## config.mk

```make
export PLATFORM = sky130hd
export DESIGN_NAME = pwm_cfg_seq_flat
export DESIGN_NICKNAME = d
export VERILOG_FILES = /design/src/rtl/pwm_cfg_seq_if.sv /design/src/rtl/pwm_cfg_seq.sv /design/src/flat_wrapper.sv
export SDC_FILE = /design/constraint.sdc
export NUM_CORES = 1
export LEC_CHECK = 0
export ABC_CLOCK_PERIOD_IN_PS = 7110
export BUFFER_PORTS_ARGS = -buffer_cell sky130_fd_sc_hd__clkbuf_2
export CAP_MARGIN = 20
export CORE_ASPECT_RATIO = 1.25
export CORE_UTILIZATION = 57
export CTS_CLUSTER_SIZE = 12
export DETAILED_ROUTE_END_ITERATION = 16
export GPL_TIMING_DRIVEN = 0
export PLACE_DENSITY_LB_ADDON = 0.08
export SYNTH_ARGS = -nofsm -noshare
export SYNTH_HDL_FRONTEND = slang
export SYNTH_SLANG_ARGS = --single-unit
```

## constraint.sdc

```tcl
create_clock -name clk_i -period 7.11 [get_ports clk_i]
set_input_delay 0.3555 -clock clk_i [delete_from_list [all_inputs] [get_ports clk_i]]
set_output_delay 0.3555 -clock clk_i [all_outputs]
set_load 0.05 [all_outputs]
```

## src/rtl/pwm_cfg_seq_if.sv

```systemverilog
// Configuration handshake bundle between a register front end (master)
// and the pwm_cfg_seq sequencer (slave).
interface pwm_cfg_seq_if #(
    parameter int CNT_W = 32
);
    logic             cfg_valid_i;
    logic             cfg_ready_o;
    logic [2:0]       cfg_enable_i;
    logic [CNT_W-1:0] cfg_prescaler_i;
    logic [CNT_W-1:0] cfg_period_i;
    logic [CNT_W-1:0] cfg_duty_i;
    logic [CNT_W-1:0] cfg_step_i;

    modport master (
        output cfg_valid_i, cfg_enable_i, cfg_prescaler_i, cfg_period_i,
               cfg_duty_i, cfg_step_i,
        input  cfg_ready_o
    );

    modport slave (
        input  cfg_valid_i, cfg_enable_i, cfg_prescaler_i, cfg_period_i,
               cfg_duty_i, cfg_step_i,
        output cfg_ready_o
    );
endinterface

```

## src/rtl/pwm_cfg_seq.sv

```systemverilog
// Glitch-free PWM configuration sequencer: shadows a new configuration and
// applies it on PWM period boundaries, optionally ramping the duty cycle.
module pwm_cfg_seq #(
    parameter int CNT_W = 32
) (
    input  logic             clk_i,
    input  logic             rstn_i,
    pwm_cfg_seq_if.slave     cfg,
    input  logic             period_end_i,
    output logic [2:0]       enable_o,
    output logic [CNT_W-1:0] prescaler_o,
    output logic [CNT_W-1:0] pwm_period_o,
    output logic [CNT_W-1:0] duty_cycle_o,
    output logic             busy_o,
    output logic             done_o,
    output logic             err_o
);

    typedef enum logic [1:0] {IDLE, WAIT_EDGE, RAMP} state_t;

    state_t           state_q, state_d;
    logic [2:0]       sh_enable_q, sh_enable_d;
    logic [CNT_W-1:0] sh_prescaler_q, sh_prescaler_d;
    logic [CNT_W-1:0] sh_period_q, sh_period_d;
    logic [CNT_W-1:0] sh_target_q, sh_target_d;
    logic [CNT_W-1:0] sh_step_q, sh_step_d;
    logic [2:0]       enable_d;
    logic [CNT_W-1:0] prescaler_d, pwm_period_d, duty_cycle_d;
    logic             done_d, err_d;

    // Ramp distance is computed one bit wider so duty +/- step can never wrap.
    logic [CNT_W:0] duty_w, target_w, step_w, dist_w;

    assign duty_w   = {1'b0, duty_cycle_o};
    assign target_w = {1'b0, sh_target_q};
    assign step_w   = {1'b0, sh_step_q};
    assign dist_w   = (target_w > duty_w) ? (target_w - duty_w) : (duty_w - target_w);

    assign cfg.cfg_ready_o = (state_q == IDLE);
    assign busy_o          = (state_q != IDLE);

    always_comb begin
        // NOTE: every next-state value defaults to its current value first, so
        // paths that do not assign it cannot infer a latch.
        state_d        = state_q;
        sh_enable_d    = sh_enable_q;
        sh_prescaler_d = sh_prescaler_q;
        sh_period_d    = sh_period_q;
        sh_target_d    = sh_target_q;
        sh_step_d      = sh_step_q;
        enable_d       = enable_o;
        prescaler_d    = prescaler_o;
        pwm_period_d   = pwm_period_o;
        duty_cycle_d   = duty_cycle_o;
        done_d         = 1'b0;
        err_d          = 1'b0;

        unique case (state_q)
            IDLE: begin
                if (cfg.cfg_valid_i) begin
                    if (cfg.cfg_period_i == '0) begin
                        err_d = 1'b1;
                    end else begin
                        sh_enable_d    = cfg.cfg_enable_i;
                        sh_prescaler_d = cfg.cfg_prescaler_i;
                        sh_period_d    = cfg.cfg_period_i;
                        sh_target_d    = (cfg.cfg_duty_i > cfg.cfg_period_i) ?
                                         cfg.cfg_period_i : cfg.cfg_duty_i;
                        sh_step_d      = cfg.cfg_step_i;
                        state_d        = WAIT_EDGE;
                    end
                end
            end
            WAIT_EDGE: begin
                if (period_end_i) begin
                    enable_d     = sh_enable_q;
                    prescaler_d  = sh_prescaler_q;
                    pwm_period_d = sh_period_q;
                    // A stopped channel or zero step has nothing to ramp from.
                    if (sh_step_q == '0 || enable_o == '0 || sh_enable_q == '0) begin
                        duty_cycle_d = sh_target_q;
                        done_d       = 1'b1;
                        state_d      = IDLE;
                    end else begin
                        duty_cycle_d = (duty_cycle_o > sh_period_q) ? sh_period_q : duty_cycle_o;
                        state_d      = RAMP;
                    end
                end
            end
            RAMP: begin
                if (period_end_i) begin
                    if (dist_w <= step_w) begin
                        duty_cycle_d = sh_target_q;
                        done_d       = 1'b1;
                        state_d      = IDLE;
                    end else if (target_w > duty_w) begin
                        duty_cycle_d = duty_cycle_o + sh_step_q;
                    end else begin
                        duty_cycle_d = duty_cycle_o - sh_step_q;
                    end
                end
            end
            default: state_d = IDLE;
        endcase
    end

    always_ff @(posedge clk_i or negedge rstn_i) begin
        if (!rstn_i) begin
            // NOTE: shadow registers are cleared too, so a configuration pending
            // at reset can never leak into a later apply.
            state_q        <= IDLE;
            sh_enable_q    <= '0;
            sh_prescaler_q <= '0;
            sh_period_q    <= '0;
            sh_target_q    <= '0;
            sh_step_q      <= '0;
            enable_o       <= '0;
            prescaler_o    <= '0;
            pwm_period_o   <= '0;
            duty_cycle_o   <= '0;
            done_o         <= 1'b0;
            err_o          <= 1'b0;
        end else begin
            // NOTE: non-blocking assignments keep all registers sampling the
            // same pre-edge values, independent of statement order.
            state_q        <= state_d;
            sh_enable_q    <= sh_enable_d;
            sh_prescaler_q <= sh_prescaler_d;
            sh_period_q    <= sh_period_d;
            sh_target_q    <= sh_target_d;
            sh_step_q      <= sh_step_d;
            enable_o       <= enable_d;
            prescaler_o    <= prescaler_d;
            pwm_period_o   <= pwm_period_d;
            duty_cycle_o   <= duty_cycle_d;
            done_o         <= done_d;
            err_o          <= err_d;
        end
    end

endmodule

```

## src/flat_wrapper.sv

```systemverilog
// flat-port wrapper written by rule: the top's interface ports become plain ports
module pwm_cfg_seq_flat 
#(
    parameter int CNT_W = 32
)
  (clk_i, rstn_i, period_end_i, enable_o, prescaler_o, pwm_period_o, duty_cycle_o, busy_o, done_o, err_o, cfg_cfg_valid_i, cfg_cfg_enable_i, cfg_cfg_prescaler_i, cfg_cfg_period_i, cfg_cfg_duty_i, cfg_cfg_step_i, cfg_cfg_ready_o);
  pwm_cfg_seq_if #(.CNT_W(CNT_W)) cfg_i ();
  input  logic clk_i;
  input  logic rstn_i;
  input  logic period_end_i;
  output logic [2:0] enable_o;
  output logic [CNT_W-1:0] prescaler_o;
  output logic [CNT_W-1:0] pwm_period_o;
  output logic [CNT_W-1:0] duty_cycle_o;
  output logic busy_o;
  output logic done_o;
  output logic err_o;
  input wire logic [$bits(cfg_i.cfg_valid_i)-1:0] cfg_cfg_valid_i;
  input wire logic [$bits(cfg_i.cfg_enable_i)-1:0] cfg_cfg_enable_i;
  input wire logic [$bits(cfg_i.cfg_prescaler_i)-1:0] cfg_cfg_prescaler_i;
  input wire logic [$bits(cfg_i.cfg_period_i)-1:0] cfg_cfg_period_i;
  input wire logic [$bits(cfg_i.cfg_duty_i)-1:0] cfg_cfg_duty_i;
  input wire logic [$bits(cfg_i.cfg_step_i)-1:0] cfg_cfg_step_i;
  output wire logic [$bits(cfg_i.cfg_ready_o)-1:0] cfg_cfg_ready_o;
  assign cfg_i.cfg_valid_i = cfg_cfg_valid_i;
  assign cfg_i.cfg_enable_i = cfg_cfg_enable_i;
  assign cfg_i.cfg_prescaler_i = cfg_cfg_prescaler_i;
  assign cfg_i.cfg_period_i = cfg_cfg_period_i;
  assign cfg_i.cfg_duty_i = cfg_cfg_duty_i;
  assign cfg_i.cfg_step_i = cfg_cfg_step_i;
  assign cfg_cfg_ready_o = cfg_i.cfg_ready_o;
  pwm_cfg_seq #(.CNT_W(CNT_W)) u_core (.clk_i(clk_i), .rstn_i(rstn_i), .cfg(cfg_i), .period_end_i(period_end_i), .enable_o(enable_o), .prescaler_o(prescaler_o), .pwm_period_o(pwm_period_o), .duty_cycle_o(duty_cycle_o), .busy_o(busy_o), .done_o(done_o), .err_o(err_o));
endmodule
```

# [Yosys cells after proc, flatten, opt, wreduce, memory -nomap -nowiden]
# Cells that the tools add are included.
[word_totals] regBits=234 latchBits=0 ramBits=0 romBits=0 inputBits=135 word_cells=66 mem_count=0
[op_classes] addsub=4 multipliers=0 div=0 magnitude_cmp=4 n_eq_ne=8 n_shift=0 muxes=24 bitwise=1 reduce_logical=13
[op_table] operator="$mux 32" count=7
[op_table] operator="$gt 32x32->1" count=3
[op_table] operator="$sub 32x32->33" count=2
[op_table] operator="$logic_not 32->1" count=2
[op_table] operator="$pmux 32 s2" count=1
[op_table] operator="$le 33x32->1" count=1
[op_table] operator="$mux 33" count=1
[op_table] operator="$add 32x32->32" count=1
[op_table] operator="$sub 32x32->32" count=1
[op_table] operator="$mux 2" count=6
[op_table] operator="$ne 2x2->1 const B" count=4
[op_table] operator="$mux 1" count=7
[op_table] operator="$logic_not 3->1" count=2
[op_table] operator="$pmux 2 s3" count=1
[op_table] operator="$reduce_and 5->1" count=1
[op_table] operator="$reduce_and 4->1" count=1
[op_table] operator="$reduce_bool 2->1" count=2
[op_table] operator="$ne 3x1->1 const B" count=1
[op_table] operator="$reduce_and 3->1" count=1
[op_table] operator="$eq 2x1->1 const B" count=1
[op_table] operator="$eq 2x2->1 const B" count=1
[op_table] operator="$logic_not 2->1" count=1
[op_table] operator="$logic_or 1x1->1" count=2
[op_table] operator="$ne 2x1->1 const B" count=1
[op_table] operator="other kinds (3)" count=3

# [Depth between registers and ports, before layout]
[logic_depth] ltp_word=6 mapped_depth=29

# [Worst setup path after synthesis]
# OpenSTA, ideal clock, no wires.
[synth_path] path_kind="register -> register" startpoint="reg u_core.duty_cycle_o[13]" endpoint="reg u_core.state_q[0]" setup_time_ns=0.122 t_arrival_ns=5.964 t_required_ns=6.988 setup_slack_ns=1.024 stages_incl_launch_ff=29 path_buffers=7 synth_period_minus_slack_ns=6.086 cell_sequence="dfrtp_1 > inv_1 > ha_1 > buf_2 > and4_1 > clkbuf_1 > nand4_1 > or4_1 > o21a_1 > a31oi_2 > nand2_1 > buf_2 > buf_2 > buf_2 > o31ai_1 > xnor2_1 > ha_1 > a21o_1 > a21oi_1 > o21ai_0 > a221oi_1 > o21ai_0 > o21ai_0 > a31oi_1 > o21ai_1 > clkbuf_1 > buf_2 > nand3_1 > a32o_1"
[synth_via] elab_chain_len=5
[synth_lines] element="start: declaration" line="pwm_cfg_seq.sv:13" rtl="output logic [CNT_W-1:0] duty_cycle_o,"
[synth_lines] element="start signal: assignment" line="pwm_cfg_seq.sv:135" rtl="duty_cycle_o <= duty_cycle_d;"
[synth_lines] element="$sub 32x32->33 / $gt 32x32->1 (equally long branches)" line="pwm_cfg_seq.sv:37" rtl="assign dist_w = (target_w > duty_w) ? (target_w - duty_w) : (duty_w - target_w);"
[synth_lines] element="$mux 33 (*)" line="pwm_cfg_seq.sv:37"
[synth_lines] element="$le 33x32->1 (*)" line="pwm_cfg_seq.sv:92" rtl="if (dist_w <= step_w) begin"
[synth_lines] element="$ne 2x1->1 (no line) (*)"
[synth_lines] element="$reduce_and 5->1 (no line) (*)"
[synth_lines] element="end signal: assignment" line="pwm_cfg_seq.sv:126" rtl="state_q <= state_d;"
[synth_lines] element="end: declaration" line="pwm_cfg_seq.sv:21" rtl="state_t state_q, state_d;"
# Mark *: on every way between the ends. The rest lies on a longest branch, timed or not.
# A chain may end at the register's enable or synchronous reset.

# [Worst setup path in the final report]
[layout_path] startpoint="reg u_core.duty_cycle_o[21]" endpoint="reg u_core.state_q[0]"
# Same word-level chain as after synthesis.

==> run summary <==
unrepaired setup endpoints after global routing: false
Slowest-stage cell, CP: or4_4
Gate Count Post-Synth: 1,991
core footprint: 29,520 sq um
critical path launch point: u_core.duty_cycle_o[21]
top-count cell post-synth: nand2_1
Total GRT Usage: 37.95%
final setup margin: 220.2 ps
syn_nets: 2,324
fin crit share: 96.90%
starting density of the core: 58.46%
final core occ: 69.01%
Post-route DRC: 0
vias in the first global route: 16,230
Ant. Diodes: 0
Clock H-tree levels: 1
Synth Area in Adders: 14.49%
Synth Area in Compound Gates: 22.17%
TritonCTS clock tree: done
P&R area growth vs syn: 18.04%
Fillers: 2,387
Synth Register Bits: 234
reg2reg path depth: 27
multiplexer share of the synthesized area: 4.249%
CTS buffer count: 26
Max stage delay on crit path: 600 ps
# setup viols final: 0
DP HPWL: 46,660 um
pin count of the biggest net entering global routing: 109
Routed Antenna Nets: 0
post-route cell area: 20,370 sq um
Tmin final: 6890 ps
Most Frequent Cell on Critical Path: o21ai_0
multi-input logic area: 10,330 sq um
routability cong.: 0.9818
Worst setup SP type: flop
Clk Latency, worst-skew pair: 560 ps
type of the worst setup path: flop to flop
initial antenna violation count: 0
hold crit path type: input port to flop
Post-Syn Area: 17,260 sq um
die area: 30,980 sq um
first-pass GRT wire length: 89,040 um
Routed WL: 58,590 um
Place WS: -1162 ps
Avg WL per Cell: 21.60 um
vias: 16,350
largest cells by area after synthesis: dfrtp_1 (34%), ha_1 (14%), nand2_1 (6.8%)
Syn Area/Cell: 8.667 sq um
R2R setup slack: 220 ps
Slew Viols, Final: 0
row count: 70
metal3 WL: 4318 um
Req. time, crit path: 7550 ps
Pre-Repair DR Iteration Count: 5
clk slew on worst S/H paths: 70 ps
sequential-to-total area share from yosys stat: 33.94%
CP endpoint: u_core.state_q[0]
top post-synthesis cells by count: nand2_1 (311), dfrtp_1 (234), ha_1 (195)
Overflow after GRT: 0
CP arrival: 7330 ps
die width: 157.6 um
f_max: 145.1 MHz
layout cells sized above 1: 18.01%
outcome: finished clean
Hold Violations, Final: 0
post-synth top area cell: dfrtp_1
CTS Root Cell: clkbuf_16
register area: 5858 sq um
vias per inst: 6.028
Async SR Flop Fraction: 100.0%
reg2reg end: u_core.state_q[0]
met2 wire len: 26,850 um
Least-Margin Pin Slew: 1066 ps
Post-synth EDFFs: 0
setup TNS: 0 ps
Synth Area in XOR/XNOR: 4.416%
Routed met1 length: 23,750 um
I/O Buffers: 237
Die H: 196.5 um
Ys Warns: 0
critical path capture point type: flop
I/O pin total: 238
Final nets: 2,633
worst-path maximum fanout: 10
max-cap viol count: 0
FF-to-FF Start: u_core.duty_cycle_o[21]
Clock Sinks: 234
Starting DRT DRC Count: 1,474
uppermost layer routed: met4
largest family of logic cells by synthesized area: compound AO/OA/AOI/OAI gates
Clock Path Buffers: 3
Unique masters post-synth: 69
Post-Synth Simple-Gate Area: 14.31%
placed inst area: 19,000 sq um
Slew Limit Headroom: 28.95%
Setup Skew: 21.86 ps
ys flop type: dfrtp_1
top cell type's share of synthesized area: 33.94%
[layout by cell type (no fill, tap or decap), types with 62 or more instances in the layout]
cell,count
a21o_1,68
nor2_1,62
inv_1,192
nand2_1,310
xnor2_1,63
o21ai_0,171
clkbuf_2,243
ha_1,195
a21oi_1,121
dfrtp_1,232
[per-stage QoR]
stage | hold WS (ps) | cells
global route | 9.230 | 2712
CTS | 1.700 | 2717
finish | 4.098 | 2712
detailed placement | 264.7 | 2626
floorplan | 59.91 | 1991
global placement | 453.2 | 2624
[routing by layer]
metal / up-vias / track usage [%]
li1: 7662 / -
met1: 7730 / 47.59
met2: 774 / 61.63
met3: 183 / 6.025
met4: 0 / 22.04
met5: - / 0
[cell families (layout without fill, tap and decap cells)]
family                   after synthesis  after routing
AO/OA/AOI/OAI                        572            572
AND/OR/NAND/NOR                      548            548
buffers and inverters                284            609
flip-flops                           234            234
adder cells (fa/ha/maj)              198            198
XOR/XNOR                              87             87
multiplexers                          68             68
[worst min path at each step]
stage / start / cells past startpoint / slack [ps] / to
after floorplan: rstn_i / 0 / 60 / u_core.done_o
after global placement: u_core.sh_prescaler_q[26] / 2 / 450 / u_core.sh_prescaler_q[26]
after detailed placement: rstn_i / 1 / 260 / u_core.sh_step_q[0]
after CTS: cfg_cfg_step_i[22] / 3 / 2 / u_core.sh_step_q[22]
after global routing: cfg_cfg_step_i[14] / 3 / 9 / u_core.sh_step_q[14]
final: cfg_cfg_step_i[3] / 3 / 4 / u_core.sh_step_q[3]
[critical path: cells and delay by family, from the launching register on]
family / cells / cell delay, ps
XOR/XNOR: 1 / 160
AND/OR/NAND/NOR: 6 / 1610
flip-flops: 1 / 440
buffers and inverters: 7 / 1800
adder cells (fa/ha/maj): 2 / 540
AO/OA/AOI/OAI: 11 / 2240
[repair_timing]
item	in CTS	in global routing
setup buffers	3	0
endpoints found under the setup margin	35	35
hold buffers	45	0
resized for setup	15	15
pin swaps	2	0
hold endpoints to repair	74	0
[cell type report]
class                           count  area share (%)
Timing Repair Buffer              287           8.459
Sequential cell                   234           28.76
Buffer                             85           1.910
Multi-Input combinational cell   1473           50.72
Inverter                          193           3.557
Clock inverter                      6          0.3010
Clock buffer                       38           3.864
Tap cell                          396           2.433
[flip-flops by register name, summed over array words and instances (netlist names), 2 cells and up]
| name | flops |
|---|---|
| u_core.enable_o | 3 |
| u_core.sh_step_q | 32 |
| u_core.sh_prescaler_q | 32 |
| u_core.sh_target_q | 32 |
| u_core.sh_enable_q | 3 |
| u_core.pwm_period_o | 32 |
| u_core.sh_period_q | 32 |
| u_core.duty_cycle_o | 32 |
| u_core.state_q | 2 |
| u_core.prescaler_o | 32 |
Power is not shown: default switching activity piles up to over one toggle a cycle in this logic, so the estimate is an artifact.
